--- src/rtl/pwm_cfg_arbiter_pkg.sv ---
// pwm_cfg_arbiter_pkg: shared widths, FSM state encoding and index-width helper
package pwm_cfg_arbiter_pkg;
    localparam int DEF_CH_IDX_WIDTH  = 3;
    localparam int DEF_COUNTER_WIDTH = 16;
    typedef enum logic [1:0] {IDLE = 2'd0, ISSUE = 2'd1, GAP = 2'd2} state_t;
    function automatic int idx_w(int n);
        return (n > 1) ? $clog2(n) : 1;
    endfunction
endpackage

--- src/rtl/pwm_cfg_arbiter_if.sv ---
// pwm_cfg_arbiter_if: requester-side valid/ready config bus
//   req_valid / req_ready : per-requester handshake
//   req_ch_index, req_period, req_duty : packed, requester i at [i*W +: W]
//   master = requesters, slave = arbiter
interface pwm_cfg_arbiter_if import pwm_cfg_arbiter_pkg::*; #(
    parameter int NUM_REQ       = 2,
    parameter int CH_IDX_WIDTH  = DEF_CH_IDX_WIDTH,
    parameter int COUNTER_WIDTH = DEF_COUNTER_WIDTH
);
    logic [NUM_REQ-1:0]               req_valid;
    logic [NUM_REQ-1:0]               req_ready;
    logic [NUM_REQ*CH_IDX_WIDTH-1:0]  req_ch_index;
    logic [NUM_REQ*COUNTER_WIDTH-1:0] req_period;
    logic [NUM_REQ*COUNTER_WIDTH-1:0] req_duty;
    modport master (output req_valid, req_ch_index, req_period, req_duty, input req_ready);
    modport slave  (input req_valid, req_ch_index, req_period, req_duty, output req_ready);
endinterface

--- src/rtl/pwm_cfg_arbiter_rr_arbiter.sv ---
// rr_arbiter: combinational round-robin pick, searching upward from ptr with wrap
//   req          : request vector
//   ptr          : highest-priority index this round
//   grant_onehot : one-hot winner, grant_idx : winner index, any : some request present
module rr_arbiter import pwm_cfg_arbiter_pkg::*; #(
    parameter int N = 2,
    localparam int IW = idx_w(N)
) (
    input  logic [N-1:0]  req,
    input  logic [IW-1:0] ptr,
    output logic [N-1:0]  grant_onehot,
    output logic [IW-1:0] grant_idx,
    output logic          any
);
    always_comb begin
        int j;
        grant_onehot = '0;
        grant_idx    = '0;
        any          = 1'b0;
        for (int i = 0; i < N; i++) begin
            j = int'(ptr) + i;
            if (j >= N) j -= N;
            if (!any && req[IW'(j)]) begin
                any                  = 1'b1;
                grant_onehot[IW'(j)] = 1'b1;
                grant_idx            = IW'(j);
            end
        end
    end
endmodule

--- src/rtl/pwm_cfg_arbiter.sv ---
// pwm_cfg_arbiter: round-robin sharing of the PWM config port with validation and strobe gap
//   clk, rst_n       : clock, asynchronous active-low reset
//   bus              : requester valid/ready bus (slave side)
//   pwm_cfg_*        : config to the PWM generator, sampled only on pwm_cfg_strobe
//   grant_id         : requester of the last issued or rejected request
//   cfg_error        : pulse when an accepted request had period 0
//   busy             : FSM not in IDLE
module pwm_cfg_arbiter import pwm_cfg_arbiter_pkg::*; #(
    parameter int NUM_REQ       = 2,
    parameter int CH_IDX_WIDTH  = DEF_CH_IDX_WIDTH,
    parameter int COUNTER_WIDTH = DEF_COUNTER_WIDTH,
    parameter int MIN_GAP       = 1,
    localparam int IW = idx_w(NUM_REQ)
) (
    input  logic                     clk,
    input  logic                     rst_n,
    pwm_cfg_arbiter_if.slave         bus,
    output logic [CH_IDX_WIDTH-1:0]  pwm_cfg_ch_index,
    output logic [COUNTER_WIDTH-1:0] pwm_cfg_period,
    output logic [COUNTER_WIDTH-1:0] pwm_cfg_duty,
    output logic                     pwm_cfg_strobe,
    output logic [IW-1:0]            grant_id,
    output logic                     cfg_error,
    output logic                     busy
);
    state_t                   state;
    logic [7:0]               gap_cnt;
    logic [IW-1:0]            rr_ptr;
    logic [IW-1:0]            win_idx;
    logic [NUM_REQ-1:0]       win_oh;
    logic                     win_any;
    logic [CH_IDX_WIDTH-1:0]  win_ch;
    logic [COUNTER_WIDTH-1:0] win_per;
    logic [COUNTER_WIDTH-1:0] win_duty;

    rr_arbiter #(.N(NUM_REQ)) u_rr (
        .req          (bus.req_valid),
        .ptr          (rr_ptr),
        .grant_onehot (win_oh),
        .grant_idx    (win_idx),
        .any          (win_any)
    );

    assign win_ch   = bus.req_ch_index[win_idx*CH_IDX_WIDTH +: CH_IDX_WIDTH];
    assign win_per  = bus.req_period[win_idx*COUNTER_WIDTH +: COUNTER_WIDTH];
    assign win_duty = bus.req_duty[win_idx*COUNTER_WIDTH +: COUNTER_WIDTH];
    // ready is gated by rst_n so nothing looks accepted while reset is held
    assign bus.req_ready = (rst_n && state == IDLE) ? win_oh : '0;

    // Outputs are registered at the accept edge so they appear in the ISSUE cycle.
    always_ff @(posedge clk or negedge rst_n) begin
        if (!rst_n) begin
            state            <= IDLE;
            gap_cnt          <= '0;
            rr_ptr           <= '0;
            pwm_cfg_ch_index <= '0;
            pwm_cfg_period   <= '0;
            pwm_cfg_duty     <= '0;
            pwm_cfg_strobe   <= 1'b0;
            grant_id         <= '0;
            cfg_error        <= 1'b0;
            busy             <= 1'b0;
        end else begin
            pwm_cfg_strobe <= 1'b0;
            cfg_error      <= 1'b0;
            case (state)
                IDLE: if (win_any) begin
                    state    <= ISSUE;
                    busy     <= 1'b1;
                    grant_id <= win_idx;
                    rr_ptr   <= (win_idx == IW'(NUM_REQ - 1)) ? '0 : win_idx + 1'b1;
                    if (win_per == '0) begin
                        cfg_error <= 1'b1;
                    end else begin
                        pwm_cfg_strobe   <= 1'b1;
                        pwm_cfg_ch_index <= win_ch;
                        pwm_cfg_period   <= win_per;
                        pwm_cfg_duty     <= (win_duty > win_per) ? win_per : win_duty;
                    end
                end
                ISSUE: begin
                    state   <= (MIN_GAP == 0) ? IDLE : GAP;
                    busy    <= (MIN_GAP != 0);
                    gap_cnt <= 8'(MIN_GAP - 1);
                end
                GAP: if (gap_cnt == '0) begin
                    state <= IDLE;
                    busy  <= 1'b0;
                end else begin
                    gap_cnt <= gap_cnt - 1'b1;
                end
                default: state <= IDLE;
            endcase
        end
    end
endmodule

--- src/flat_wrapper.sv ---
// flat-port wrapper written by rule: the top's interface ports become plain ports
module pwm_cfg_arbiter_flat import pwm_cfg_arbiter_pkg::*;
#(
    parameter int NUM_REQ       = 2,
    parameter int CH_IDX_WIDTH  = DEF_CH_IDX_WIDTH,
    parameter int COUNTER_WIDTH = DEF_COUNTER_WIDTH,
    parameter int MIN_GAP       = 1,
    localparam int IW = idx_w(NUM_REQ)
)
  (clk, rst_n, pwm_cfg_ch_index, pwm_cfg_period, pwm_cfg_duty, pwm_cfg_strobe, grant_id, cfg_error, busy, bus_req_valid, bus_req_ch_index, bus_req_period, bus_req_duty, bus_req_ready);
  pwm_cfg_arbiter_if #(.NUM_REQ(NUM_REQ), .CH_IDX_WIDTH(CH_IDX_WIDTH), .COUNTER_WIDTH(COUNTER_WIDTH)) bus_i ();
  input  logic clk;
  input  logic rst_n;
  output logic [CH_IDX_WIDTH-1:0] pwm_cfg_ch_index;
  output logic [COUNTER_WIDTH-1:0] pwm_cfg_period;
  output logic [COUNTER_WIDTH-1:0] pwm_cfg_duty;
  output logic pwm_cfg_strobe;
  output logic [IW-1:0] grant_id;
  output logic cfg_error;
  output logic busy;
  input wire logic [$bits(bus_i.req_valid)-1:0] bus_req_valid;
  input wire logic [$bits(bus_i.req_ch_index)-1:0] bus_req_ch_index;
  input wire logic [$bits(bus_i.req_period)-1:0] bus_req_period;
  input wire logic [$bits(bus_i.req_duty)-1:0] bus_req_duty;
  output wire logic [$bits(bus_i.req_ready)-1:0] bus_req_ready;
  assign bus_i.req_valid = bus_req_valid;
  assign bus_i.req_ch_index = bus_req_ch_index;
  assign bus_i.req_period = bus_req_period;
  assign bus_i.req_duty = bus_req_duty;
  assign bus_req_ready = bus_i.req_ready;
  pwm_cfg_arbiter #(.NUM_REQ(NUM_REQ), .CH_IDX_WIDTH(CH_IDX_WIDTH), .COUNTER_WIDTH(COUNTER_WIDTH), .MIN_GAP(MIN_GAP)) u_core (.clk(clk), .rst_n(rst_n), .bus(bus_i), .pwm_cfg_ch_index(pwm_cfg_ch_index), .pwm_cfg_period(pwm_cfg_period), .pwm_cfg_duty(pwm_cfg_duty), .pwm_cfg_strobe(pwm_cfg_strobe), .grant_id(grant_id), .cfg_error(cfg_error), .busy(busy));
endmodule
--- config.mk ---
export PLATFORM = sky130hd
export DESIGN_NAME = pwm_cfg_arbiter_flat
export DESIGN_NICKNAME = d
export VERILOG_FILES = /design/src/rtl/pwm_cfg_arbiter_pkg.sv /design/src/rtl/pwm_cfg_arbiter_if.sv /design/src/rtl/pwm_cfg_arbiter_rr_arbiter.sv /design/src/rtl/pwm_cfg_arbiter.sv /design/src/flat_wrapper.sv
export SDC_FILE = /design/constraint.sdc
export NUM_CORES = 1
export LEC_CHECK = 0
export CAP_MARGIN = 0
export CORE_MARGIN = 1
export CORE_UTILIZATION = 33
export CTS_BUF_LIST = sky130_fd_sc_hd__clkbuf_2 sky130_fd_sc_hd__clkbuf_4 sky130_fd_sc_hd__clkbuf_8
export DETAILED_ROUTE_END_ITERATION = 16
export GPL_ROUTABILITY_DRIVEN = 0
export HOLD_SLACK_MARGIN = 0.08
export PLACE_DENSITY = 0.71
export RECOVER_POWER = 50
export SYNTH_ARGS = -nofsm -noshare
export SYNTH_HDL_FRONTEND = slang
export SYNTH_SLANG_ARGS = --single-unit
--- constraint.sdc ---
create_clock -name clk -period 6.2 [get_ports clk]
set_clock_uncertainty 0.1 [all_clocks]
set_input_delay 1.55 -clock clk [delete_from_list [all_inputs] [get_ports clk]]
set_output_delay 1.55 -clock clk [all_outputs]
set_load 0.02 [all_outputs]
== Word level (Yosys, flattened, before mapping) ==
Cells that the tools add are included.

* $add $sub $neg: 5
* Multipliers: 1
* Magnitude comparators: 7
* Equality and inequality tests: 5
* Shift operators: 3
* Mux-type cells: 33
* Bitwise operators: 2
* Reductions and logical operators: 15

{| class="wikitable"
|+ Operators by type and width
! operator !! number
|-
| 32-bit by 6-bit indexed part select with 16-bit output || 2
|-
| 1-bit two-way mux || 21
|-
| 16-bit > comparator || 1
|-
| 16-bit zero test || 1
|-
| 16-bit two-way mux || 1
|-
| 8-bit case mux with 2 select lines || 1
|-
| 2-bit two-way mux || 5
|-
| 8-bit zero test || 1
|-
| 8-bit two-way mux || 1
|-
| 8-bit by 1-bit subtractor with 8-bit output, second input constant || 1
|-
| 1-bit by 3-bit < comparator with 1-bit output, second input constant || 2
|-
| 2-bit case mux with 3 select lines || 1
|-
| 2-bit AND reduction || 3
|-
| 3-bit AND reduction || 2
|-
| 6-bit by 4-bit indexed part select with 3-bit output || 1
|-
| 1-bit logical AND || 4
|-
| 2-bit inequality test, second input constant || 2
|-
| 1-bit by 2-bit multiplier with 3-bit output, second input constant || 1
|-
| 1-bit case mux with 3 select lines || 1
|-
| 3-bit nonzero test || 1
|-
| 1-bit by 1-bit adder with 2-bit output, second input constant || 1
|-
| 1-bit demux with 1-bit select || 2
|-
| 2-bit by 1-bit equality test with 1-bit output, second input constant || 1
|-
| 2-bit equality test, second input constant || 1
|-
| 11 further kinds || 13
|}

* Bits in registers: 50
* Bits of input ports: 74
* Output and inout port bits: 41
* Logic and storage cells: 81

== Longest topological paths before layout ==
Gate-level depths: netlist (run 1).

* Depth in word-level cells: 14
* Gate-level depth with buffers: 13
* Depth with buffers taken out: 9

== Modules after synthesis ==
From an unflattened synthesis (run 1), not the netlist that was laid out.

* Cell total of the unflattened synthesis: 290
* Area total of the unflattened synthesis: 2,926.6 um2

{| class="wikitable"
|+ Modules (own cells, without submodules)
! module !! instances !! cells an instance !! area each (um2) !! sequential area each (um2)
|-
| pwm_cfg_arbiter || 1 || 285 || 2,891.5 || 1,251.2
|-
| rr_arbiter || 1 || 5 || 35.0 || 0.0
|}

== Worst setup path after synthesis (run 1) ==
OpenSTA, ideal clock, no wires.

* Kind: input -> register
* Start point: input bus_req_valid[0]
* End point: register u_core.pwm_cfg_duty[2]
* Setup time: 0.139 ns
* Arrival time: 4.259 ns
* Required time: 5.961 ns
* Setup slack: 1.702 ns
* Stages on the path: 12
* Buffers on the path: 4
* Cells stage by stage: and2_1 -> buf_2 -> buf_1 -> mux2_2 -> ha_1 -> nand4_1 -> a2111oi_2 -> nand4_1 -> a22oi_2 -> buf_4 -> buf_4 -> o221ai_1

* Longest elaborated chain between the ends: 10
* Elaborated cells between the ends (all ways): 17
* Classes of those cells: 1 x order compare; 2 x shift; 9 x mux; 1 x bitwise; 4 x reduce/logical

{| class="wikitable"
|+ Ends and longest elaborated chain
! item !! RTL line !! RTL
|-
| start: declaration || flat_wrapper.sv:21 || <nowiki>input wire logic [$bits(bus_i.req_valid)-1:0] bus_req_valid;</nowiki>
|-
| parallel branches: the longest is 10 deep, another holds 16-bit > comparator || n/a ||
|-
| end signal: assignment || pwm_cfg_arbiter.sv:78 || <nowiki>pwm_cfg_duty <= (win_duty > win_per) ? win_per : win_duty;</nowiki>
|-
| end: declaration || pwm_cfg_arbiter.sv:20 || <nowiki>output logic [COUNTER_WIDTH-1:0] pwm_cfg_duty,</nowiki>
|}

Parallel ways; which one is timed is not known. The select of a mux whose other input is x is not followed.
A chain may end at the register's enable or synchronous reset.

== Worst setup path in the final report (run 1) ==
* Start point: input bus_req_valid[0]
* End point: output bus_req_ready[0]

* Longest elaborated chain between the ends: 7
* Elaborated cells between the ends (all ways): 11
* Classes of those cells: 8 x mux; 1 x bitwise; 2 x reduce/logical

{| class="wikitable"
|+ Ends and longest elaborated chain
! item !! RTL line !! RTL
|-
| 1-bit two-way mux (implied by the code) (2 in a row) || pwm_cfg_arbiter_rr_arbiter.sv:23 || <nowiki>if (!any && req[IW'(j)]) begin</nowiki>
|-
| 1-bit two-way mux || pwm_cfg_arbiter_rr_arbiter.sv:23 ||
|-
| 1-bit zero test || pwm_cfg_arbiter_rr_arbiter.sv:23 ||
|-
| 1-bit logical AND || pwm_cfg_arbiter_rr_arbiter.sv:23 ||
|-
| 2-bit two-way mux (*) || pwm_cfg_arbiter_rr_arbiter.sv:23 ||
|-
| 2-bit two-way mux (*) || pwm_cfg_arbiter.sv:48 || <nowiki>assign bus.req_ready = (rst_n && state == IDLE) ? win_oh : '0;</nowiki>
|-
| end: declaration || flat_wrapper.sv:25 || <nowiki>output wire logic [$bits(bus_i.req_ready)-1:0] bus_req_ready;</nowiki>
|}

Mark *: on every way between the ends. The rest lies on a longest branch, timed or not. The select of a mux whose other input is x is not followed.

==> flow_summary_export.csv, run 1 <==
group,metric,value,unit
floorplan,die_w,97.5,microns
placement,portBuffers,112,
sta,holdWs,0.385,ns
power_and_ir_drop,p_per_area,415,mW/mm^2
global_route,gr-usage-met1,22.1,%
final_layout,diodes,0,
synthesis,yosys.area.top_type_share,41.6,%
synthesis,avgSynthCellArea,9.71,sq um
sta,max_freq,189,MHz
floorplan,core-area,0.00876,sq mm
synthesis,yosysSeqAreaShare,41.6,%
synthesis,yosysTopAreaCell,"dfrtp_1",
final_layout,nets,512,
setup_path,worstSetupStartpointType,"input pin",
sta,setup_ws,0.910,ns
floorplan,io_pins,115,
sta,finalMaxSlewViolations,51,
placement,placed_area,0.00425,sq mm
sta,tns,0,ns
power_and_ir_drop,ir_worst_vdd,146,uV
clock_network,cts_buffers,5,
global_route,grt_use_met2,30.3,%
clock_network,cts_tree,"yes",
floorplan,rows,34,
power_and_ir_drop,p_switching,741,uW
clock_network,clockBufferDepth,2,
job,cap_violations,1,
global_route,grt_pass1_vias,2781,
global_route,grt_usage,17.8,%
route,ant_nets,0,
setup_path,worst_setup_path_end_kind,"output pin",
sta,hold_viol,0,
final_layout,seqCellArea,0.00125,sq mm
route,vias,2756,
power_and_ir_drop,sw_frac_of_total,41.1,%
global_route,grt_pass1_wl,13700,microns
synthesis,synthFlopType,"dfrtp_1",
setup_path,path_class,"in -> out",
synthesis,synth-edff-count,0,
floorplan,initial_core_util,34.4,%
global_route,top_usage_layer,"met2",
final_layout,area_growth,44.3,%
clock_network,clock-sinks,50,
route,wl,8370,microns
status,violations,"capacitance limit, slew limit",
setup_path,critPathTopFamily,"buffers and inverters",
sta,rsz0062_at_grt,"no",
sta,relSlewSlack,-76.2,%
clock_network,cts_resized,0,
final_layout,drive_above_1_share,8.06,%
clock_network,cts_setup_buffers,0,
setup_path,r2r_slack,2.55,ns
worst_hold_path,holdCritPathClass,"reg -> reg",
setup_path,crit_chain,"dlygate4sd3_1, nand2_1, clkbuf_1, nor3b_1, clkdlybuf4s50_1",
setup_path,path_max_fanout,19,
floorplan,chipHeight,97.5,microns
route,drc,0,
sta,final.min_clock_period,5.29,ns
route,drt-initial-drc-count,160,
power_and_ir_drop,power_frac_comb,56.2,%
setup_path,max_stage_delay,0.66,ns
clock_network,clk_pin_slew,0.09,ns
route,viasPerCell,5.20,
power_and_ir_drop,intPower,1060,uW
global_route,grt-ovfl-total,0,
power_and_ir_drop,total_power,1800,uW
synthesis,syn_inst,310,
placement,dp_slack,0.890,ns
setup_path,worstPathArrival,3.64,ns
sta,post-route-period-util,85.3,%
synthesis,yosys_warnings,0,
power_and_ir_drop,p_leak,0.00185,uW
global_route,grt_max_degree,51,
synthesis,synth_area_leaders,"dfrtp_1 (42%), mux2i_1 (8.3%), ha_1 (7.1%), mux2_2 (6.0%), a21oi_1 (4.5%)",
synthesis,syn_nets,401,
setup_path,slowest_stage,"clkbuf_1",
clock_network,clkLatencyLatePin,0.30,ns
floorplan,die_area,0.00951,sq mm
power_and_ir_drop,power.share.clock,12.1,%
sta,worst_pin_slew,2.64,ns
setup_path,required,4.55,ns
synthesis,synth_cell_type_count,39,
route,drt_first_pass_iters,4,
sta,setup_violations,0,
final_layout,stdcell_area,0.00435,sq mm
clock_network,cts_hold_buf,0,
route,wl_per_cell,15.8,microns
final_layout,fill_cells,828,
placement,dp_hpwl,6610,microns
synthesis,syn-cell-area,0.00301,sq mm
synthesis,ys_ff_latch,50,
global_route,grt_antenna_before_repair,0,
clock_network,htreeDepth,2,
synthesis,synthArstFlopShare,100,%
global_route,grt_util_met3,4.10,%
clock_network,root_buffer,"clkbuf_8",
status,status,"finished, violations left",
power_and_ir_drop,pwr-share-seq,31.7,%
final_layout,multi_input_area,0.00160,sq mm
setup_path,critPathBufInv,3,
## synth_stat cells (all sizes together), types with 2 or more instances
cell and n:
o211ai 2, nand2 16, nand3 15, or3 16, a2111oi 2, nor4 9
inv 21, xor2 3, mux2 16, a21oi 27, a211o 2, ha 17
nor2b 2, and2 2, nor2 28, buf 11, xnor2 2, o221ai 14
o21ai 4, mux2i 25, dfrtp 50, nand4 5, clkbuf 6, nor3 2
## worst reg2reg max path, delay by kind of cell (launching register included)
kind | cells | cell delay, ns
AO/OA/AOI/OAI | 3 | 0.96
buffers and inverters | 2 | 0.66
AND/OR/NAND/NOR | 3 | 0.62
flip-flops | 1 | 0.50
multiplexers | 1 | 0.40
adder cells (fa/ha/maj) | 1 | 0.29
## metal layers
layer  part of all wire, %  up-vias
met2                    49       93
met3                   6.4       12
met4                   2.1        0
met5                     0        -
li1                      -     1349
met1                    42     1302
## stage by stage
stage          cells  utilization [%]
4_1_cts          530             49.8
6_report         530             49.6
3_5_place_dp     522             48.5
5_1_grt          530             49.6
3_3_place_gp     522             48.5
2_1_floorplan    310                -
## state kept, by name, indices dropped and copies added (netlist names)
name / cells
u_core.pwm_cfg_duty: 16
u_core.pwm_cfg_period: 16
u_core.gap_cnt: 8
u_core.pwm_cfg_ch_index: 3
u_core.state: 2
u_core.busy: 1
u_core.cfg_error: 1
u_core.grant_id: 1
u_core.pwm_cfg_strobe: 1
u_core.rr_ptr: 1
## path summary, 6_finish.rpt
path,from,endpoint,depth (start not counted)
worst max-delay path,bus_req_valid[0],bus_req_ready[0],5
max in group asynchronous,rst_n,u_core.pwm_cfg_duty[15],2
worst min-delay path,u_core.grant_id,u_core.grant_id,2
min in group asynchronous,rst_n,u_core.state[1],2
worst min register to register,u_core.grant_id,u_core.grant_id,2
worst max register to register,u_core.rr_ptr,u_core.pwm_cfg_duty[3],10
## cells in the final DEF, fill, tap and decap left out, types with 2 or more instances in the layout
cell type,n
clkdlybuf4s50_1,103
dfrtp_1,50
nor2_1,27
a21oi_1,27
mux2i_1,25
inv_1,21
ha_1,17
mux2_2,16
nand2_1,16
or3_1,16
nand3_1,15
o221ai_1,14
nor4_1,9
clkbuf_8,8
dlygate4sd3_1,8
buf_4,7
nand4_1,5
o21ai_0,4
xor2_1,3
and2_1,2
nor2b_1,2
a211o_1,2
xnor2_1,2
nor3_1,2
o211ai_1,2
clkbuf_1,2
## area by class of cell
class                      instances  area share [%]
multi-input combinational        222            36.7
sequential                        50            28.8
timing repair buffer             121            27.0
tap                              108            3.11
clock buffer                       8            2.53
inverter                          21            1.81
## cell families (layout without fill, tap and decap cells)
group           Yosys count  in the layout  share of synthesized area, %
simple gates            100            100                          16.7
compound gates           58             58                          13.3
flops                    50             50                          41.6
mux                      41             41                          14.3
buf+inv                  38            150                          5.49
fa+ha+maj                17             17                          7.07
xor+xnor                  5              5                          1.45
other cells               1              1                         0.125
## power by group through the flow
stage,combinational [uW],clock [uW],sequential [uW]
after floorplan,476,0,710
after global placement,1010,0,577
after detailed placement,1030,0,578
after CTS,1040,225,573
after global routing,1110,238,590
final,1010,219,571
(Power assumes the default switching activity.)
==> run 2: changes to the inputs <==
--- a/config.mk
+++ b/config.mk
@@ -17,3 +17,4 @@
 export SYNTH_ARGS = -nofsm -noshare
 export SYNTH_HDL_FRONTEND = slang
 export SYNTH_SLANG_ARGS = --single-unit
+export TNS_END_PERCENT = 10
==> results of run 2 <==
No change in the layout: final DEF, timing and power equal those of run 1.
==> run 3: changes to the inputs <==
--- a/config.mk
+++ b/config.mk
@@ -5,12 +5,10 @@
 export SDC_FILE = /design/constraint.sdc
 export NUM_CORES = 1
 export LEC_CHECK = 0
-export CAP_MARGIN = 0
 export CORE_MARGIN = 1
 export CORE_UTILIZATION = 33
 export CTS_BUF_LIST = sky130_fd_sc_hd__clkbuf_2 sky130_fd_sc_hd__clkbuf_4 sky130_fd_sc_hd__clkbuf_8
 export DETAILED_ROUTE_END_ITERATION = 16
-export GPL_ROUTABILITY_DRIVEN = 0
 export HOLD_SLACK_MARGIN = 0.08
 export PLACE_DENSITY = 0.71
 export RECOVER_POWER = 50
==> results of run 3 <==
No change in the layout: final DEF, timing and power equal those of run 1.
